<file path="config.mk">
export PLATFORM = sky130hd
export DESIGN_NAME = mult_matrix_sequencer_flat
export DESIGN_NICKNAME = d
export VERILOG_FILES = /design/src/rtl/mult_matrix_sequencer_if.sv /design/src/rtl/mult_matrix_sequencer.sv /design/src/flat_wrapper.sv
export SDC_FILE = /design/constraint.sdc
export NUM_CORES = 1
export LEC_CHECK = 0
export ABC_AREA = 1
export CAP_MARGIN = 20
export CELL_PAD_IN_SITES_DETAIL_PLACEMENT = 0
export CELL_PAD_IN_SITES_GLOBAL_PLACEMENT = 1
export CORE_UTILIZATION = 33
export DETAILED_ROUTE_END_ITERATION = 12
export GPL_TIMING_DRIVEN = 0
export PLACE_DENSITY = 0.82
export SLEW_MARGIN = 20
export SYNTH_ARGS = -nofsm -noshare
export SYNTH_HDL_FRONTEND = slang
export SYNTH_SLANG_ARGS = --single-unit
</file>
<file path="constraint.sdc">
create_clock -name clk -period 2.6 [get_ports clk]
set_input_delay 0.78 -clock clk [delete_from_list [all_inputs] [get_ports clk]]
set_output_delay 0.78 -clock clk [all_outputs]
set_load 0.01 [all_outputs]
</file>
<file path="src/rtl/mult_matrix_sequencer_if.sv">
// Handshake and row-strobe bundle between a job source/datapath and mult_matrix_sequencer.
// master = job source (drives start/abort), slave = the sequencer.
interface mult_matrix_sequencer_if #(
    parameter int size = 3
);
    localparam int IDX_W = $clog2(size) + 1;

    logic             start;
    logic             abort;
    logic             ready;
    logic             busy;
    logic             feed_en;
    logic [IDX_W-1:0] feed_idx;
    logic             flush_en;
    logic             out_valid;
    logic [IDX_W-1:0] out_idx;
    logic             done;

    modport master (
        output start, abort,
        input  ready, busy, feed_en, feed_idx, flush_en, out_valid, out_idx, done
    );

    modport slave (
        input  start, abort,
        output ready, busy, feed_en, feed_idx, flush_en, out_valid, out_idx, done
    );
endinterface

</file>
<file path="src/rtl/mult_matrix_sequencer.sv">
// Job sequencer for the systolic multiplier: feeds rows, flushes, flags de-skewed output rows.
// Optional job/abort counters are enabled with `define MULT_MATRIX_SEQ_PERF_EN.
//
// state   | meaning
// S_IDLE  | waiting for start, ready=1
// S_FEED  | job cycles 0..size-1, real rows into the array
// S_DRAIN | job cycles size..size-1+LAT, zero rows flush the pipeline
module mult_matrix_sequencer #(
    parameter int data_size = 4,
    parameter int size      = 3,
    parameter int array_lat = 2
) (
    input  logic                  clk,
    input  logic                  reset,
    mult_matrix_sequencer_if.slave bus
`ifdef MULT_MATRIX_SEQ_PERF_EN
    ,
    output logic [15:0]           perf_jobs,
    output logic [15:0]           perf_aborts
`endif
);
    localparam int LAT   = array_lat + size;
    localparam int CYC_W = $clog2(size + LAT + 1);
    localparam int IDX_W = $clog2(size) + 1;

    localparam logic [CYC_W-1:0] FEED_LAST = CYC_W'(size - 1);
    localparam logic [CYC_W-1:0] JOB_LAST  = CYC_W'(LAT + size - 1);
    localparam logic [CYC_W-1:0] OUT_FIRST = CYC_W'(LAT);

    if (data_size < 1 || size < 1 || array_lat < 0) begin : g_bad_param
        $error("mult_matrix_sequencer: illegal parameter combination");
    end

    typedef enum logic [1:0] {
        S_IDLE  = 2'd0,
        S_FEED  = 2'd1,
        S_DRAIN = 2'd2
    } state_t;

    state_t           state_q, state_d;
    logic [CYC_W-1:0] cyc_q, cyc_d;
    logic             busy;

    always_ff @(posedge clk or posedge reset) begin
        if (reset) begin
            state_q <= S_IDLE;
            cyc_q   <= '0;
        end else begin
            state_q <= state_d;
            cyc_q   <= cyc_d;
        end
    end

    // abort wins over the FEED->DRAIN and DRAIN->IDLE transitions
    always_comb begin
        state_d = state_q;
        cyc_d   = cyc_q;
        case (state_q)
            S_IDLE: begin
                cyc_d = '0;
                if (bus.start) state_d = S_FEED;
            end
            S_FEED: begin
                cyc_d = cyc_q + 1'b1;
                if (bus.abort) begin
                    state_d = S_IDLE;
                    cyc_d   = '0;
                end else if (cyc_q == FEED_LAST) begin
                    state_d = S_DRAIN;
                end
            end
            S_DRAIN: begin
                cyc_d = cyc_q + 1'b1;
                if (bus.abort || cyc_q == JOB_LAST) begin
                    state_d = S_IDLE;
                    cyc_d   = '0;
                end
            end
            default: begin
                state_d = S_IDLE;
                cyc_d   = '0;
            end
        endcase
    end

    assign busy = (state_q == S_FEED) || (state_q == S_DRAIN);

    // cyc-LAT always lies in 0..size-1 while out_valid, so the narrow subtraction is exact
    always_comb begin
        bus.ready     = (state_q == S_IDLE);
        bus.busy      = busy;
        bus.feed_en   = (state_q == S_FEED);
        bus.feed_idx  = '0;
        bus.flush_en  = (state_q == S_DRAIN);
        bus.out_valid = busy && (cyc_q >= OUT_FIRST);
        bus.out_idx   = '0;
        bus.done      = busy && (cyc_q == JOB_LAST);
        if (state_q == S_FEED) bus.feed_idx = cyc_q[IDX_W-1:0];
        if (bus.out_valid)     bus.out_idx  = cyc_q[IDX_W-1:0] - IDX_W'(LAT);
    end

`ifdef MULT_MATRIX_SEQ_PERF_EN
    logic [15:0] perf_jobs_q, perf_aborts_q;

    always_ff @(posedge clk or posedge reset) begin
        if (reset) begin
            perf_jobs_q   <= '0;
            perf_aborts_q <= '0;
        end else begin
            if (bus.done && perf_jobs_q != 16'hFFFF)
                perf_jobs_q <= perf_jobs_q + 16'd1;
            if (busy && bus.abort && perf_aborts_q != 16'hFFFF)
                perf_aborts_q <= perf_aborts_q + 16'd1;
        end
    end

    assign perf_jobs   = perf_jobs_q;
    assign perf_aborts = perf_aborts_q;
`endif
endmodule

</file>
<file path="src/flat_wrapper.sv">
// flat-port wrapper written by rule: the top's interface ports become plain ports
module mult_matrix_sequencer_flat 
#(
    parameter int data_size = 4,
    parameter int size      = 3,
    parameter int array_lat = 2
)
  (clk, reset, bus_start, bus_abort, bus_ready, bus_busy, bus_feed_en, bus_feed_idx, bus_flush_en, bus_out_valid, bus_out_idx, bus_done);
  mult_matrix_sequencer_if #(.size(size)) bus_i ();
  input  logic clk;
  input  logic reset;
  input wire logic [$bits(bus_i.start)-1:0] bus_start;
  input wire logic [$bits(bus_i.abort)-1:0] bus_abort;
  output wire logic [$bits(bus_i.ready)-1:0] bus_ready;
  output wire logic [$bits(bus_i.busy)-1:0] bus_busy;
  output wire logic [$bits(bus_i.feed_en)-1:0] bus_feed_en;
  output wire logic [$bits(bus_i.feed_idx)-1:0] bus_feed_idx;
  output wire logic [$bits(bus_i.flush_en)-1:0] bus_flush_en;
  output wire logic [$bits(bus_i.out_valid)-1:0] bus_out_valid;
  output wire logic [$bits(bus_i.out_idx)-1:0] bus_out_idx;
  output wire logic [$bits(bus_i.done)-1:0] bus_done;
  assign bus_i.start = bus_start;
  assign bus_i.abort = bus_abort;
  assign bus_ready = bus_i.ready;
  assign bus_busy = bus_i.busy;
  assign bus_feed_en = bus_i.feed_en;
  assign bus_feed_idx = bus_i.feed_idx;
  assign bus_flush_en = bus_i.flush_en;
  assign bus_out_valid = bus_i.out_valid;
  assign bus_out_idx = bus_i.out_idx;
  assign bus_done = bus_i.done;
  mult_matrix_sequencer #(.data_size(data_size), .size(size), .array_lat(array_lat)) u_core (.clk(clk), .reset(reset), .bus(bus_i));
endmodule
</file>
Word-level counts from Yosys, hierarchy flattened
Cells that the tools add are included.

$add $sub $neg: 2. Magnitude comparators: 1. Eq/ne operators: 7. Multiplexer cells: 10. Reductions and logical operators: 6.

Operator list (count): $mux 2 (4); $mux 4 (2); $pmux 4 s2 (1); $mux 3 (2); $pmux 2 s3 (1); $add 4x1->4 const B (1); $eq 4x2->1 const B (1); $eq 4x3->1 const B (1); $ge 4x3->1 const B (1); $ne 3x2->1 const B (1); $reduce_and 3->1 (1); $sub 3x3->3 const B (1); $eq 2x1->1 const B (1); $eq 2x2->1 const B (1); $logic_and 1x1->1 (2); $logic_not 2->1 (1); $logic_or 1x1->1 (2); $ne 2x1->1 const B (1); $ne 2x2->1 const B (1).

Register bits: 6. Input bits: 4. Output and inout bits: 12. Word-level logic and storage cells: 28.

Logic depth before layout (Yosys ltp)
Depth after elaboration: 4. Depth in mapped cells: 8. Mapped depth without buffers: 8.

Worst setup path after synthesis
Ideal clock, no wire load.

Path type: reg-to-output. Start: reg u_core.state_q[0]. End: out bus_out_idx[0]. Arrival time: 1.209 ns. Data required time: 1.820 ns. Slack: 0.611 ns. Stages on the path, launching flop included: 7. Path buffers: 0. Path through: dfrtp_1 inv_1 ha_1 inv_1 nor2_1 o21ai_2 nor2_1.

Word-level cells in the longest chain between the ends: 4. Elaborated cells between the ends (all ways): 5. Those cells by class: eq/ne: 2; mux: 1; reduce/logical: 2.

Ends and longest elaborated chain: from (decl) (RTL line mult_matrix_sequencer.sv:40) `state_t state_q, state_d;`; from (signal assigned) (RTL line mult_matrix_sequencer.sv:49) `state_q <= state_d;`; $eq 2x1->1 or $eq 2x2->1 (tied branches) (RTL line mult_matrix_sequencer.sv:86) `assign busy = (state_q == S_FEED) || (state_q == S_DRAIN);`; $logic_or 1x1->1 * (RTL line mult_matrix_sequencer.sv:86); named net bus_busy (RTL line flat_wrapper.sv:15) `output wire logic [$bits(bus_i.busy)-1:0] bus_busy;`; $logic_and 1x1->1 * (RTL line mult_matrix_sequencer.sv:95) `bus.out_valid = busy && (cyc_q >= OUT_FIRST);`; $mux 3 * (RTL line mult_matrix_sequencer.sv:99) `if (bus.out_valid) bus.out_idx = cyc_q[IDX_W-1:0] - IDX_W'(LAT);`; to (decl) (RTL line flat_wrapper.sv:20) `output wire logic [$bits(bus_i.out_idx)-1:0] bus_out_idx;`.

Mark *: on every way through the listed nets, which the timed path passes. The rest lies on a longest branch.

Final worst setup path
Start: reg u_core.state_q[0]. End: out bus_done.

Word-level cells in the longest chain between the ends: 3. Elaborated cells between the ends (all ways): 4. Those cells by class: eq/ne: 2; reduce/logical: 2.

Ends and longest elaborated chain: $eq 2x1->1 or $eq 2x2->1 (tied branches) (RTL line mult_matrix_sequencer.sv:86); $logic_or 1x1->1 * (RTL line mult_matrix_sequencer.sv:86); $logic_and 1x1->1 * (RTL line mult_matrix_sequencer.sv:97) `bus.done = busy && (cyc_q == JOB_LAST);`; to (decl) (RTL line flat_wrapper.sv:21) `output wire logic [$bits(bus_i.done)-1:0] bus_done;`.

Every way passes the cells marked *; elsewhere a longest branch is shown, timed or not.

==> results.toml <==
[synthesis]
synth_compound_area_share_pct = 3.68
synthArstFlopShare_pct = 100
synth.top_cells.by_count = "inv_1 (13), nand2_1 (13), nor2_1 (11)"
syn_area_sq_um = 510
ys_types = 18
yosysWarningCount = 0
synthCells = 68
avgSynthCellArea_sq_um = 7.51
synth_edf_count = 0
synth_top_family_by_area = "simple AND/OR/NAND/NOR gates"
synth.area.top_cells = "dfrtp_1 (29%), ha_1 (17%), inv_1 (9.6%)"
synth_top_area_share_pct = 29.4
syn_nets = 79
yosys.area.top_type = "dfrtp_1"
synthAdderAreaFrac_pct = 17.2
synth.area.mux_share_pct = 0
synth-seq-cells = 6
synth_seq_area_share_pct = 29.4
synth-simple-area-share_pct = 33.1
synth-xor-area-share_pct = 3.43
yosys_most_used_dff = "dfrtp_1"

[routing]
drtAntennaViolNets = 0
vias = 458
initialDrtViolationCount = 3
wl_um = 983
wire_per_inst_um = 9.54
drc = 0
via_per_inst = 4.45
dr.pass1.iters = 3

[min_path]
holdPathStages = 1
min_path_type = "reg -> reg"

[sta]
fin_crit_ns = 2.44
fin_skew_ns = 0.00217
max_slew.worst_pin.slew_ns = 0.208
period_share_pct = 93.8
tns_ns = 0
timing.fmax_mhz = 410
setup_violations = 0
rsz0062_at_grt = "no"
finalHoldViolations = 0
slew_viol_final = 0
maxSlewHeadroom_pct = 86.1

[floorplanning]
rows = 13
core_sq_um = 1370
pin_count = 16
die-area_sq_um = 1710
dieWidth_um = 41.3
fp.dieH_um = 41.3
initial_core_util_pct = 37.4

[grt]
overflow = 0
track_usage_pct = 13.9
grt_pass1_vias = 354
grt_max_degree = 8
antenna_found_initial = 0
grt_pass1_wl_um = 1480

[worst_setup_path]
worst_ep_arrival_time_ns = 1.66
crit_type = "reg -> out"
r2r_setup_slack_ns = 1.28
cp.required_ns = 1.82
worstSetupStartpointType = "flop"
end_kind = "primary output"
r2r.worst_path.cells = 7
crit_fanout = 4

[layout]
seq_area_sq_um = 151
layout.nets = 101
antenna_cells = 0
fill_cells = 150
multi_input_area_sq_um = 305
drive_above_1_share_pct = 20.5
syn2layout_area_growth_pct = 42.2

[run_status]
status = "completed"

[power]
power_mw = 0.597
p_per_area_nw_per_um2 = 823
power.leakage_nw = 0.386
ir_worst_vdd_v = 0.000432

[clock_tree]
clk_latency_ns = 0.24
clkTransAtPathRegs_ns = 0.04
cts_inserted_buffers = 3
cts_hold_buf = 0
clockRootBuffer = "clkbuf_4"
htreeDepth = 1
cts_sinks = 6
cts_tree = "done"
cts_buffer_depth = 2

[placed_design]
gp_congestion = 0.747
io_buffer_count = 15
hpwlAfterDp_um = 800

[job]
cap_violations = 0
registers in the layout (all words and copies together) (netlist names):
register / count
u_core.cyc_q: 4
u_core.state_q: 2
cell usage in the layout, fill, tap and decap left out:
cell type / count
inv_2: 2
nand4_1: 2
clkbuf_4: 3
nor2_2: 1
dfrtp_1: 5
buf_6: 1
ha_1: 6
dlygate4sd2_1: 4
nand2_2: 2
dfrtp_2: 1
xor2_1: 1
clkdlybuf4s50_1: 11
inv_1: 13
nand3_1: 1
buf_4: 2
a21oi_1: 1
nor2_1: 11
o21ai_2: 1
nand3_2: 2
ha_4: 1
nor2_4: 2
o21ai_1: 1
nand2_1: 13
xnor2_1: 1
layout make-up:
type                            instances  area share [%]
Timing Repair Buffer                   17            22.1
Buffer                                  1            1.55
Sequential cell                         6            20.9
Tap cell                               15            2.59
Multi-Input combinational cell         46            42.1
Inverter                               15            7.76
Clock buffer                            3            3.10
worst max-delay path: stages (launching register included):
cell	delay [ns]
dfrtp_1	0.35
inv_1	0.09
ha_4	0.28
inv_1	0.06
nor2_1	0.10
clkdlybuf4s50_1	0.54
path summary, 6_finish.rpt:
| path | start | to |
|---|---|---|
| worst max register to register | u_core.state_q[1]$_DFFE_PP0P_ | u_core.state_q[0]$_DFFE_PP0P_ |
| worst max-delay path | u_core.state_q[0]$_DFFE_PP0P_ | bus_done |
| worst min-delay path | u_core.cyc_q[0]$_DFF_PP0_ | u_core.cyc_q[0]$_DFF_PP0_ |
| max in group asynchronous | reset | u_core.cyc_q[0]$_DFF_PP0_ |
| min in group asynchronous | reset | u_core.cyc_q[1]$_DFF_PP0_ |
| worst min register to register | u_core.cyc_q[0]$_DFF_PP0_ | u_core.cyc_q[0]$_DFF_PP0_ |
cells by family after synthesis:
group           after synthesis
compound gates                3
xor+xnor                      2
fa+ha+maj                     7
buf+inv                      16
flops                         6
simple gates                 34
stage by stage:
step                setup WS (ns)  utilization [%]  instances  hold WS, ns  cell area [sq um]
global route               0.0687             53.1        103        0.580                726
detailed placement          0.108             49.7         98        0.515                679
floorplan                   0.611                -         68        0.466                510
finish                      0.162             53.1        103        0.533                726
CTS                        0.0656             53.0        103        0.600                724
global placement            0.117             49.7         98        0.507                679
what timing repair did:
item                                    4_1_cts  5_1_grt
endpoints found under the setup margin        4        1
pin swaps                                     0        0
setup buffers                                 2        0
resized for setup                             5        1
cloned                                        0        0
hold endpoints to repair                      0        0
layer usage:
metal	vias up	wire (um)	global-route usage (%)
li1	242	-	-
met1	208	532	21.2
met2	8	425	16.4
met3	0	25	3.19
met4	0	0	9.68
met5	-	0	0
power breakdown:
| group | internal (mW) | total [mW] | leakage [nW] | switching [mW] |
|---|---|---|---|---|
| Sequential | 0.116 | 0.138 | 0.0799 | 0.0220 |
| Combinational | 0.187 | 0.379 | 0.293 | 0.192 |
| Clock | 0.0518 | 0.0801 | 0.0138 | 0.0283 |
| Total | 0.355 | 0.597 | 0.386 | 0.242 |
No activity file was read; power rests on OpenSTA's default activity.
==> RTL edit 1, RTL diff (config.mk and constraints unchanged) <==
`size` is set to 3 in 3 places; all go to 5.
--- a/src/rtl/mult_matrix_sequencer_if.sv
+++ b/src/rtl/mult_matrix_sequencer_if.sv
@@ -3,3 +3,3 @@
 interface mult_matrix_sequencer_if #(
-    parameter int size = 3
+    parameter int size = 5
 );
--- a/src/rtl/mult_matrix_sequencer.sv
+++ b/src/rtl/mult_matrix_sequencer.sv
@@ -9,3 +9,3 @@
     parameter int data_size = 4,
-    parameter int size      = 3,
+    parameter int size      = 5,
     parameter int array_lat = 2
--- a/src/flat_wrapper.sv
+++ b/src/flat_wrapper.sv
@@ -4,3 +4,3 @@
     parameter int data_size = 4,
-    parameter int size      = 3,
+    parameter int size      = 5,
     parameter int array_lat = 2
Interface: changed (resized bus_feed_idx and bus_out_idx); port bits go from 16 to 18. The function was not compared with the original's and may differ.
==> RTL edit 1 against the original RTL <==
  * Total power down 8.9%
  * Global-route usage down 2.2 points
  * Setup slack worse by 70 ps
  * Cell area unchanged
  * Highest routed layer unchanged
  * Synthesized cell count down 2.9%
  * Sequential cell count unchanged
  * Routed wire length down 6.3%
  * First-iteration DRC count unchanged
  * Clock skew down 1.1 ps
  * Synthesized area down 3.4%
  * Count of clock-buffer cells in the layout unchanged
==> RTL edit 1: results (changes against the original RTL) <==
status completed; routability cong. 0.752 (+0.64%); DRT Pass-1 Iters 4 (+1); net count after synthesis 76 (-3.8%); Post-Synth XOR/XNOR Area 1.78% (-1.7 points); M2 GR Usage 18.3% (+1.8 points); Yosys cell types 16 (-2); area post-placement 682 um^2 (+0.37%); Post-Route WL 921 um (-6.3%); Synth Area in Compound Gates 5.33% (+1.7 points); VDD IR-drop max 420 uV (-2.8%); Post-Synth Adder-Cell Area 15.2% (-1.9 points); final non-filler cell total 101 (-1.9%); Reg2Reg Depth 8 (+1); Worst slew margin 85.3% (-0.86 points); Psw 223 uW (-8.0%); P_leak 0.402 nW (+4.0%); Post-CTS Setup Bufs 0 (-2); CP arrival 1730 ps (+70 ps); Seq/Total Area, Yosys 30.5% (+1.0 points); GRT Total Usage 11.6% (-2.2 points); first-pass GRT wire length 1.24 mm (-16%); Resized cells post-CTS 6 (+1); Placement Setup Slack 50.8 ps (-57.5 ps); Worst Skew 1.08 ps (-1.09 ps); total power 544 uW (-8.9%); top post-synthesis cells by area dfrtp_1 (30%), ha_1 (15%), inv_1 (11%); GRT met3 Usage 1.63% (-1.6 points); most frequent cells after synthesis inv_1 (15), nand2_1 (13), dfrtp_1 (6), ha_1 (6); crit path capture bus_out_valid; Layout Nets 98 (-3.0%); vias in the first global route 305 (-14%); hold slack 488 ps (-44.5 ps); Fillers 131 (-13%); Synth top area share 30.5% (+1.0 points)
[RTL edit 1: cell types whose count changed after synthesis, moves of 2 or more]
cell / unedited run / this run
nand3_1: 1 / 3
nand2_2: 2 / 0
inv_1: 13 / 15
nor2_4: 2 / 0
nor2_1: 11 / 5
nor2_2: 1 / 5
nand2_4: 0 / 2
[RTL edit 1: layer usage]
metal	part of all wire [%]	up-vias	wire length, um
li1	-	235	-
met1	54	179	496
met2	44	5	407
met3	1.8	0	17
met4	0	0	0
met5	0	-	0
[RTL edit 1: area by class of cell]
cell class | count | area (um^2) | share of cell area, %
inverter | 18 | 67.6 | 9.31
timing repair buffer | 17 | 173 | 23.8
tap | 15 | 18.8 | 2.59
multi-input combinational | 42 | 293 | 40.3
sequential | 6 | 151 | 20.9
clock buffer | 3 | 22.5 | 3.10
[RTL edit 1: worst max-delay path: stages (launching register included)]
cell and delay, ps:
dfrtp_1 370, inv_1 110, ha_4 310, nand2_1 100
inv_1 80, clkdlybuf4s50_1 530
==> RTL edit 2, RTL diff (config.mk and constraints unchanged) <==
Made on the original files. Re-encode `state_t` (3 states) as one-hot, 3 bits wide.
--- a/src/rtl/mult_matrix_sequencer.sv
+++ b/src/rtl/mult_matrix_sequencer.sv
@@ -33,6 +33,6 @@
 
-    typedef enum logic [1:0] {
-        S_IDLE  = 2'd0,
-        S_FEED  = 2'd1,
-        S_DRAIN = 2'd2
+    typedef enum logic [2:0] {
+        S_IDLE  = 3'b001,
+        S_FEED  = 3'b010,
+        S_DRAIN = 3'b100
     } state_t;
Function: same outputs for any inputs over 10 cycles, from zero or initial values and one cycle with reset high; not proved beyond that.
==> RTL edit 2 against the original RTL <==
  * Combinational power fell by 47%
  * Total power decreased by 23%
  * First-iteration DRC count is 130% higher
  * Cell area rose by 5.2%
  * Critical path depth rose by 1
  * Routed wire length rose by 9.2%
  * Synthesized area is 9.1% higher
  * Sequential cell count rose by 1
  * Setup slack better by 27 ps
  * Die area increased by 8.6%
  * Count of clock-buffer cells in the layout is the same
  * Largest power group unchanged
==> RTL edit 2: results (changes against the original RTL) <==
Worst Hold Class reg -> reg; Num CTS Buffers 3 (unchanged); Layout Nets 101 (unchanged); TNS Setup 0 ps (unchanged); # port buffers 15 (unchanged); net count after synthesis 79 (unchanged); top post-synthesis cells by area dfrtp_1 (27%), inv_1 (11%), ha_1 (9.0%); hold path depth 2 (+1); largest registers u_core.cyc_q x4, u_core.state_q x3; routability cong. 0.719 (-3.7%); Worst Skew 3.06 ps (+0.889 ps); Reg2Reg Depth 6 (-1); Psw 179 uW (-26%); vias in the first global route 430 (+21%); worst skew pair latency roughly 250 ps; Clock Tree Buf Depth 2 (unchanged); DRT Pass-1 Iters 2 (-1); P_leak 0.403 nW (+4.2%); initial antenna violation count 0 (unchanged); most frequent cells after synthesis inv_1 (16), nor2_1 (10), nand2_1 (7); drt wl/cell 9.94 um (+4.1%); GRT Total Usage 14.0% (+0.18 points); status completed; DP HPWL 880 um (+10%); largest net degree at the start of global routing 8 (unchanged); Max H-tree Level 1 (unchanged); Seq/Total Area, Yosys 31.7% (+2.3 points); first-pass GRT wire length 1.91 mm (+29%); YS warnings 0 (unchanged); Iteration-0 DRC Markers 7 (+4); CTS root buf clkbuf_4; Clock transition at path regs 50 ps; vias after detailed routing 472 (+3.1%); VDD IR-drop max 435 uV (+0.65%); worst slew pin tran 254 ps (+45.8 ps); async set or reset register ratio after synthesis 100% (unchanged); Yosys cell types 22 (+4); CP Max Fanout 4 (unchanged); n_diodes 0 (unchanged); layout cells sized above 1 22.8% (+2.4 points)
RTL edit 2: cell count changes after synthesis, moves of 2 or more:
cell	delta
ha_1	-3
inv_1	+3
nand2_1	-6
nand3_1	+2
nor2_4	+2
o211ai_1	+2
RTL edit 2: timing repair:
item | in CTS | in global routing
hold buffers | 0 | 0
hold endpoints to repair | 0 | 0
setup buffers | 2 | 0
endpoints found under the setup margin | 5 | 0
gates resized for setup | 5 | 0
RTL edit 2: worst paths after layout:
path,from,end,slack [ps]
max in group asynchronous,reset,u_core.state_q[0],1580
hold / removal,u_core.state_q[0],u_core.state_q[0],590
hold reg to reg,u_core.state_q[0],u_core.state_q[0],590
setup / recovery,u_core.cyc_q[0],bus_out_idx[1],190
min in group asynchronous,reset,u_core.cyc_q[0],760
setup reg to reg,u_core.cyc_q[0],u_core.state_q[1],1290
RTL edit 2: through the flow:
step	instances	util [%]	worst slack, ps	instance area [um^2]
after floorplan	71	-	679	557
after global placement	102	47.2	125	727
after detailed placement	102	47.2	119	727
after CTS	108	49.5	191	763
after global routing	108	49.5	43.7	763
final	108	49.5	189	763
RTL edit 2: layout make-up:
type / count / area, um^2
Tap cell: 16 / 20.0
Inverter: 18 / 67.6
Buffer: 1 / 7.51
Clock inverter: 1 / 5.00
Timing Repair Buffer: 17 / 159
Fill cell: 159 / 778
Clock buffer: 3 / 22.5
Sequential cell: 7 / 176
Multi-Input combinational cell: 45 / 305
RTL edit 2: logic make-up after synthesis:
logic type	after synthesis	synth area share, %
fa+ha+maj	4	8.99
simple gates	32	33.9
xor+xnor	2	3.15
buf+inv	19	13.5
compound gates	7	8.76
flops	7	31.7
RTL edit 2: worst max-delay path: stages (launching register included):
cell           delay, ps
dfrtp_1              400
inv_1                100
ha_1                 230
o211ai_1             190
nand2_2              100
nor2_1                90
dlygate4sd2_1        270
RTL edit 2: power groups by stage:
| stage | sequential, mW | clock [mW] | combinational [mW] |
|---|---|---|---|
| after floorplan | 0.158 | 0 | 0.129 |
| after detailed placement | 0.163 | 0 | 0.200 |
| final | 0.161 | 0.0972 | 0.200 |
| after global routing | 0.165 | 0.109 | 0.223 |
| after CTS | 0.160 | 0.102 | 0.203 |
| after global placement | 0.162 | 0 | 0.199 |
RTL edit 2: per-layer routing:
metal  part of all wire [%]  track usage (%)  vias to the layer above
met5                      0                0                        -
met4                    1.3             9.09                        0
met3                    2.4             2.55                        2
met2                     47             19.7                        9
met1                     49             19.5                      205
li1                       -                -                      256
